===== src/rtl/seg_display_pkg.sv =====
// Shared constants and types for the seven-segment display scanner.
// Segment patterns are active-low, bit order {g,f,e,d,c,b,a}.
package seg_display_pkg;

  localparam int NUM_DIGITS = 4;
  localparam logic [6:0] SEG_BLANK = 7'h7F;

  localparam logic [6:0] SEG_TABLE [10] = '{
    7'h40, 7'h79, 7'h24, 7'h30, 7'h19,
    7'h12, 7'h02, 7'h78, 7'h00, 7'h10
  };

  typedef enum logic {PH_BLANK, PH_DRIVE} phase_t;

endpackage


===== src/rtl/seg_display_scanner_bcd_to_seg7.sv =====
// Combinational BCD nibble to active-low seven-segment decoder.
// Non-decimal nibbles (A-F) decode to an all-off pattern.
module bcd_to_seg7
  import seg_display_pkg::*;
(
  input  logic [3:0] bcd,
  output logic [6:0] seg
);

  always_comb begin
    seg = SEG_BLANK;
    if (bcd < 4'd10) seg = SEG_TABLE[bcd];
  end

endmodule


===== src/rtl/seg_display_scanner.sv =====
// Four-digit multiplexed seven-segment scanner with double-buffered load.
// Optional per-digit blinking is compiled in with SEG_DISPLAY_SCANNER_BLINK_EN.
//
//   phase    | meaning
//   PH_BLANK | first BLANK_CYCLES of a slot, all anodes off (anti-ghosting)
//   PH_DRIVE | remainder of the slot, selected digit driven
module seg_display_scanner
  import seg_display_pkg::*;
#(
  parameter int REFRESH_DIV  = 50000,
  parameter int BLANK_CYCLES = 16
`ifdef SEG_DISPLAY_SCANNER_BLINK_EN
  ,
  parameter int BLINK_FRAMES = 64
`endif
) (
  input  logic                  clk,
  input  logic                  reset,
  input  logic [15:0]           digits_in,
  input  logic [NUM_DIGITS-1:0] dp_in,
  input  logic                  load_valid,
  output logic                  load_ready,
`ifdef SEG_DISPLAY_SCANNER_BLINK_EN
  input  logic [NUM_DIGITS-1:0] blink_mask,
`endif
  output logic [1:0]            scan_sel,
  output logic [NUM_DIGITS-1:0] anode,
  output logic [6:0]            seg,
  output logic                  dp,
  output logic                  frame_done
);

  logic [15:0]           cnt;
  logic [15:0]           active_digits, pending_digits;
  logic [NUM_DIGITS-1:0] active_dp, pending_dp;
  logic                  pending_full;

  logic       slot_end, frame_end, hide, show;
  phase_t     phase;
  logic [3:0] cur_digit;
  logic [6:0] dec_seg;

  assign slot_end   = (cnt == 16'(REFRESH_DIV - 1));
  assign frame_end  = slot_end && (scan_sel == 2'd3);
  assign phase      = (cnt < 16'(BLANK_CYCLES)) ? PH_BLANK : PH_DRIVE;
  assign cur_digit  = active_digits[{scan_sel, 2'b00} +: 4];
  assign load_ready = ~pending_full;
  assign show       = (phase == PH_DRIVE) && !hide;

  bcd_to_seg7 u_dec (
    .bcd (cur_digit),
    .seg (dec_seg)
  );

`ifdef SEG_DISPLAY_SCANNER_BLINK_EN
  localparam int FCW = (BLINK_FRAMES > 1) ? $clog2(BLINK_FRAMES) : 1;

  logic [FCW-1:0] frame_cnt;
  logic           blink_phase;

  always_ff @(posedge clk or negedge reset) begin
    if (!reset) begin
      frame_cnt   <= '0;
      blink_phase <= 1'b0;
    end else if (frame_end) begin
      if (frame_cnt == FCW'(BLINK_FRAMES - 1)) begin
        frame_cnt   <= '0;
        blink_phase <= ~blink_phase;
      end else begin
        frame_cnt <= frame_cnt + 1'b1;
      end
    end
  end

  assign hide = blink_phase && blink_mask[scan_sel];
`else
  assign hide = 1'b0;
`endif

  always_ff @(posedge clk or negedge reset) begin
    if (!reset) begin
      cnt            <= '0;
      scan_sel       <= '0;
      frame_done     <= 1'b0;
      active_digits  <= 16'hFFFF;
      pending_digits <= 16'hFFFF;
      active_dp      <= '0;
      pending_dp     <= '0;
      pending_full   <= 1'b0;
      anode          <= '1;
      seg            <= SEG_BLANK;
      dp             <= 1'b1;
    end else begin
      cnt        <= slot_end ? '0 : cnt + 16'd1;
      frame_done <= frame_end;
      if (slot_end) scan_sel <= scan_sel + 2'd1;

      // A load and a transfer are mutually exclusive: loads need pending empty.
      if (frame_end && pending_full) begin
        active_digits <= pending_digits;
        active_dp     <= pending_dp;
        pending_full  <= 1'b0;
      end else if (load_valid && load_ready) begin
        pending_digits <= digits_in;
        pending_dp     <= dp_in;
        pending_full   <= 1'b1;
      end

      if (show) begin
        anode <= ~(NUM_DIGITS'(1) << scan_sel);
        seg   <= dec_seg;
        dp    <= ~active_dp[scan_sel];
      end else begin
        anode <= '1;
        seg   <= SEG_BLANK;
        dp    <= 1'b1;
      end
    end
  end

endmodule


===== config.mk =====
export PLATFORM = sky130hd
export DESIGN_NAME = seg_display_scanner
export DESIGN_NICKNAME = d
export VERILOG_FILES = /design/src/rtl/seg_display_pkg.sv /design/src/rtl/seg_display_scanner_bcd_to_seg7.sv /design/src/rtl/seg_display_scanner.sv
export SDC_FILE = /design/constraint.sdc
export NUM_CORES = 1
export LEC_CHECK = 0
export CAP_MARGIN = 20
export CORE_UTILIZATION = 61
export DETAILED_ROUTE_END_ITERATION = 12
export DONT_BUFFER_PORTS = 1
export PLACE_DENSITY = 0.73
export REMOVE_ABC_BUFFERS = 1
export SYNTH_ARGS = -nofsm -noshare
export SYNTH_HDL_FRONTEND = slang
export SYNTH_SLANG_ARGS = --single-unit

===== constraint.sdc =====
create_clock -name clk -period 2.55 [get_ports clk]
set_clock_uncertainty 0.2 [all_clocks]
set_input_delay 0.255 -clock clk [delete_from_list [all_inputs] [get_ports clk]]
set_output_delay 0.255 -clock clk [all_outputs]
set_load 0.02 [all_outputs]

==> impl_metrics.toml, run 1 <==
[run_status]
status = "finished, final reports clean"

[sta]
fin_crit_sh_pct = 91.9
relSlewSlack_pct = 70.7
hold_viol_final = 0
min_period_ns = 2.34
fin_ws_ns = 0.208
tightest_slew_ns = 0.440
final.setup.tns_ns = 0
slew_viol_final = 0
setup_viol = 0
rsz0062_at_grt = "no"
fmax_mhz = 427

[floorplanning]
ios = 39
start_util_pct = 63.1
design.core.area_sq_um = 5070
fp-row-count = 26
die_area_sq_um = 5550
die_w_um = 74.5
die_h_um = 74.5

[worst_setup_path]
critPathSlowestCell = "or3_4"
critPathArrivalTime_ns = 2.38
path_class = "reg2reg"
r2r-start = "cnt[0]"
max_stage_delay_ns = 0.55
crit_family = "simple AND/OR/NAND/NOR gates"
critPathBufInv = 0
cp_common_cell = "or3_4"
startpoint = "cnt[0]"
cp-start-kind = "flip-flop"
worstPathRequired_ns = 2.59
crit_chain = "ha_1, nand3_1, or3_4, or3_4, mux2_4"
cp_max_fo = 21
worst_setup_path_end_kind = "flip-flop"

[layout]
finalInstanceArea_sq_um = 3710
fin_cells = 335
area_growth_pct = 15.8
drive_gt1_share_pct = 43.8
fin_util_pct = 73.1
final_nets = 293
layout_commonest_cell = "dfstp_2"
num_antenna_cells = 0
final_cell_mix = "dfstp_2, dfrtp_1, mux2_2, dlygate4sd3_1, mux2_4"

[pwr]
p_leak_uw = 0.00162
irDropWorstVdd_mv = 0.460
powerDensity_nw_per_um2 = 569

[route]
dr.pass1.iters = 4
top_layer_used = "met4"
dr_total_vias = 1801
postRouteAntennaNets = 0
drtIter0Drc = 80
wl_met3_um = 203
routed_wirelength_um = 5510
route.detailed.drc = 0
met2_wirelength_um = 2770
drt-wirelength-per-cell_um = 16.4
via_per_inst = 5.38
wl_met1_um = 2450

[grt]
overflow = 0
grt_pass1_vias = 1904
grt.total_usage_pct = 23.0
grt_first_pass_wirelength_um = 9090
grt_max_degree = 73
antenna_found_initial = 0

[clocking]
cts.clk_slew.worst_paths_ns = 0.08
numCtsBuffers = 9
cts.sinks = 72
ctsResizeCount = 0
cts_buffer_depth = 2
htreeDepth = 3
cts_tree = "done"
cts_hold_buf = 23
insertion_delay_ns = 0.35
clockRootBuffer = "clkbuf_8"
post_cts.repair.setup_buffers = 0

[synth]
yosys_warnings = 0
syn-cell-area_sq_um = 3200
avgSynthCellArea_sq_um = 14.1
seq_area_frac_synth_pct = 58.0
ys_ff_latch = 72
syn-instance-count = 227
ys_types = 37

[placed_design]
numPlacedInstances = 296
dp_hpwl_um = 3660
pre_cts_slack_ns = 0.212
postPlaceCellArea_sq_um = 3290
port_buffers = 0
gp_congestion = 0.863

[run]
cap_violations = 0

[hold_path]
hold_class = "in2async"
[registers in the layout (all words and copies together) (netlist names)]
signal	flops
pending_full	1
pending_dp	4
active_digits	16
cnt	16
scan_sel	2
anode	4
seg	7
dp	1
active_dp	4
pending_digits	16
frame_done	1
[path summary, 6_finish.rpt]
kind	to	slack [ns]	cells past startpoint
worst max-delay path	active_dp[2]	0.21	5
worst min-delay path	pending_dp[0]	0.25	2
worst max register to register	active_dp[2]	0.21	5
worst min register to register	cnt[0]	0.26	1
max in group asynchronous	pending_digits[6]	1.57	2
min in group clk	cnt[0]	0.26	1
[power by group]
part / switching (uW) / leakage, uW / internal, uW
sequential: 23.0 / 0.000821 / 1210
clock: 432 / 0.0000931 / 352
combinational: 37.9 / 0.000701 / 58.1
total: 493 / 0.00162 / 1620
[metrics by stage]
stage,hold slack [ns],power (uW)
2_1_floorplan,-0.241,1280
3_3_place_gp,-0.239,1290
3_5_place_dp,-0.239,1300
4_1_cts,0.259,2140
5_1_grt,0.278,2200
6_report,0.247,2110
[synth_stat cells (all sizes together)]
master / number / area [sq um]
nor2: 12 / 47.6
xor2: 8 / 70.1
a21oi: 1 / 5.00
xnor2: 5 / 43.8
mux2: 41 / 533
a21o: 1 / 7.51
o211ai: 1 / 7.51
nor4: 2 / 12.5
inv: 8 / 30.0
clkbuf: 2 / 7.51
nand2: 14 / 52.6
buf: 4 / 31.3
and3: 4 / 25.0
dfrtp: 28 / 701
mux2i: 2 / 20.0
dfstp: 44 / 1160
nor3: 2 / 10.0
nor2b: 3 / 18.8
nand3: 7 / 35.0
and2: 3 / 18.8
mux4: 5 / 113
ha: 10 / 125
o22ai: 1 / 6.26
or3: 3 / 28.8
and4: 1 / 8.76
o21a: 1 / 7.51
o31ai: 1 / 7.51
or4: 1 / 7.51
nand2b: 2 / 12.5
nand4: 3 / 18.8
o21ai: 7 / 35.0
[area by class of cell]
type / instances / area (sq um)
inverters: 8 / 30.0
multi-input cells: 141 / 1280
repair buffers: 28 / 285
flip-flops and latches: 72 / 1860
clock buffers: 9 / 124
clock inverters: 7 / 46.3
well taps: 70 / 87.6
fillers: 350 / 1370
[kinds of logic (layout without fill, tap and decap cells)]
family          count (synthesis)  count (layout)  share of synthesized area, %
flops                          72              72                          58.0
simple gates                   57              57                          9.26
mux                            48              48                          20.8
buf+inv                        14              52                          2.15
compound gates                 13              13                          2.38
xor+xnor                       13              13                          3.55
fa+ha+maj                      10              10                          3.91
[per-layer routing]
metal	track usage, %	vias to the layer above
met5	0	-
met4	9.22	0
met3	7.72	8
met2	35.8	41
met1	29.8	901
li1	-	851
Power figures use the tool's default switching activity.
==> run 2: changes to the inputs <==
--- a/config.mk
+++ b/config.mk
@@ -11,6 +11,7 @@
 export DONT_BUFFER_PORTS = 1
 export PLACE_DENSITY = 0.73
 export REMOVE_ABC_BUFFERS = 1
+export SLEW_MARGIN = 10
 export SYNTH_ARGS = -nofsm -noshare
 export SYNTH_HDL_FRONTEND = slang
 export SYNTH_SLANG_ARGS = --single-unit
==> results of run 2 <==
No change in the layout: final DEF, timing and power equal those of run 1.
==> run 3: changes to the inputs <==
--- a/config.mk
+++ b/config.mk
@@ -5,11 +5,10 @@
 export SDC_FILE = /design/constraint.sdc
 export NUM_CORES = 1
 export LEC_CHECK = 0
-export CAP_MARGIN = 20
-export CORE_UTILIZATION = 61
+export CORE_UTILIZATION = 55
 export DETAILED_ROUTE_END_ITERATION = 12
-export DONT_BUFFER_PORTS = 1
-export PLACE_DENSITY = 0.73
+export GPL_ROUTABILITY_DRIVEN = 0
+export PLACE_DENSITY = 0.75
 export REMOVE_ABC_BUFFERS = 1
 export SLEW_MARGIN = 10
 export SYNTH_ARGS = -nofsm -noshare
==> impl_metrics.toml, run 3 (synthesized netlist as in run 1, its figures left out) <==
[run_status]
status = "finished, final reports clean"

[layout]
num_antenna_cells = 0
final_nets = 310
fill_cells = 398
multi_input_area_sq_um = 1280
layout_commonest_cell = "dfstp_2"
drive_gt1_share_pct = 41.5
reg_top3 = "active_digits x16, cnt x16, pending_digits x16"
fin_cells = 354
area_growth_pct = 21.8
final_cell_mix = "dfstp_2, clkdlybuf4s50_1, dfrtp_1"
final-seq-area_sq_um = 1860

[route]
dr.pass1.iters = 4
route.detailed.drc = 0
drtIter0Drc = 134
drt-wirelength-per-cell_um = 14.9
dr_total_vias = 1854
via_per_inst = 5.24
routed_wirelength_um = 5260
postRouteAntennaNets = 0

[hold_path]
hold_class = "reg2reg"
min_path_cells = 1

[pwr]
total_power_uw = 2270
switchingPower_uw = 464
internal_power_uw = 1800
irDropWorstVdd_mv = 0.361
p_leak_uw = 0.00168
powerDensity_nw_per_um2 = 581
p_seq_share_pct = 54.2
p_comb_share_pct = 4.4
swShare_pct = 20.5
power.share.clock_pct = 41.4

[clocking]
clockRootBuffer = "clkbuf_8"
insertion_delay_ns = 0.33
cts_buffer_depth = 2
cts_hold_buf = 1
numCtsBuffers = 9
htreeDepth = 3
post_cts.repair.setup_buffers = 0
cts.clk_slew.worst_paths_ns = 0.07
ctsResizeCount = 0
cts_tree = "done"
cts.sinks = 72

[sta]
setup_viol = 0
rsz0062_at_grt = "no"
fin_hold_ws_ns = 0.252
hold_viol_final = 0
tightest_slew_ns = 0.634
relSlewSlack_pct = 57.8
fin_crit_sh_pct = 92.8
final.setup.tns_ns = 0
fin_ws_ns = 0.183
min_period_ns = 2.37
fmax_mhz = 422
slew_viol_final = 0

[floorplanning]
design.core.area_sq_um = 5570
die_w_um = 78.3
start_util_pct = 57.5
fp-row-count = 27
die_h_um = 78.3
ios = 39
die_area_sq_um = 6130

[grt]
use_met3_pct = 5.23
grt_busiest_layer = "met2"
overflow = 0
grt_pass1_vias = 1895
met1_usage_pct = 26.2
grt.total_usage_pct = 20.1
gr-usage-met2_pct = 32.5
grt_max_degree = 31
grt_first_pass_wirelength_um = 9140
antenna_found_initial = 0

[placed_design]
dp_hpwl_um = 3750
port_buffers = 38
pre_cts_slack_ns = 0.193
numPlacedInstances = 337

[run]
cap_violations = 0

[worst_setup_path]
critPathArrivalTime_ns = 2.38
cp_max_fo = 21
worstPathRequired_ns = 2.57
path_class = "reg2reg"
worst_setup_path_end_kind = "flip-flop"
worst-r2r-cell-count = 5
cp-start-kind = "flip-flop"
-- run 3: cell count changes in the layout (fill, tap and decap cells not counted), sizes merged --
cell / delta
clkinv: -3
clkdlybuf4s50: +37
bufinv: +1
dlygate4sd3: -21
inv: -1
clkinvlp: +1
buf: +1
clkbuf: +2
-- run 3: metal layers --
layer / vias up / wire length (um)
met3: 5 / 151
met4: 0 / 51
met5: - / 0
li1: 891 / -
met1: 925 / 2480
met2: 33 / 2580
-- run 3: power groups by stage --
| stage | sequential (uW) | combinational [uW] | clock, uW |
|---|---|---|---|
| after floorplan | 1240 | 38.7 | 0 |
| after global placement | 1250 | 96.3 | 0 |
| after detailed placement | 1250 | 101 | 0 |
| after CTS | 1230 | 102 | 959 |
| after global routing | 1240 | 112 | 1020 |
| final | 1230 | 99.1 | 940 |
-- run 3: area by class of cell --
cell class / instances / share of cell area [%]
Tap cell: 72 / 2.31
Timing Repair Buffer: 45 / 11.0
Clock inverter: 5 / 1.35
Multi-Input combinational cell: 141 / 32.8
Clock buffer: 11 / 4.17
Sequential cell: 72 / 47.6
Inverter: 8 / 0.769
-- run 3: final timing paths --
check,slack [ns],endpoint,from
worst min register to register,0.25,cnt[0],cnt[0]
worst max register to register,0.18,active_dp[1],cnt[0]
min in group asynchronous,0.27,cnt[3],reset
worst max-delay path,0.18,active_dp[1],cnt[0]
worst min-delay path,0.25,cnt[0],cnt[0]
max in group asynchronous,1.09,seg[2],reset
-- run 3: through the flow --
stage / utilization (%) / area [sq um]
CTS: 70.0 / 3900
finish: 70.0 / 3900
floorplan: - / 3160
detailed placement: 66.0 / 3680
global route: 70.0 / 3900
global placement: 66.0 / 3680
-- run 3: worst max-delay path, cell delays in order, from the launching register on --
cell	delay [ns]
dfrtp_1	0.36
ha_1	0.21
nand3_1	0.13
or3_4	0.42
or3_4	0.56
mux2_4	0.36
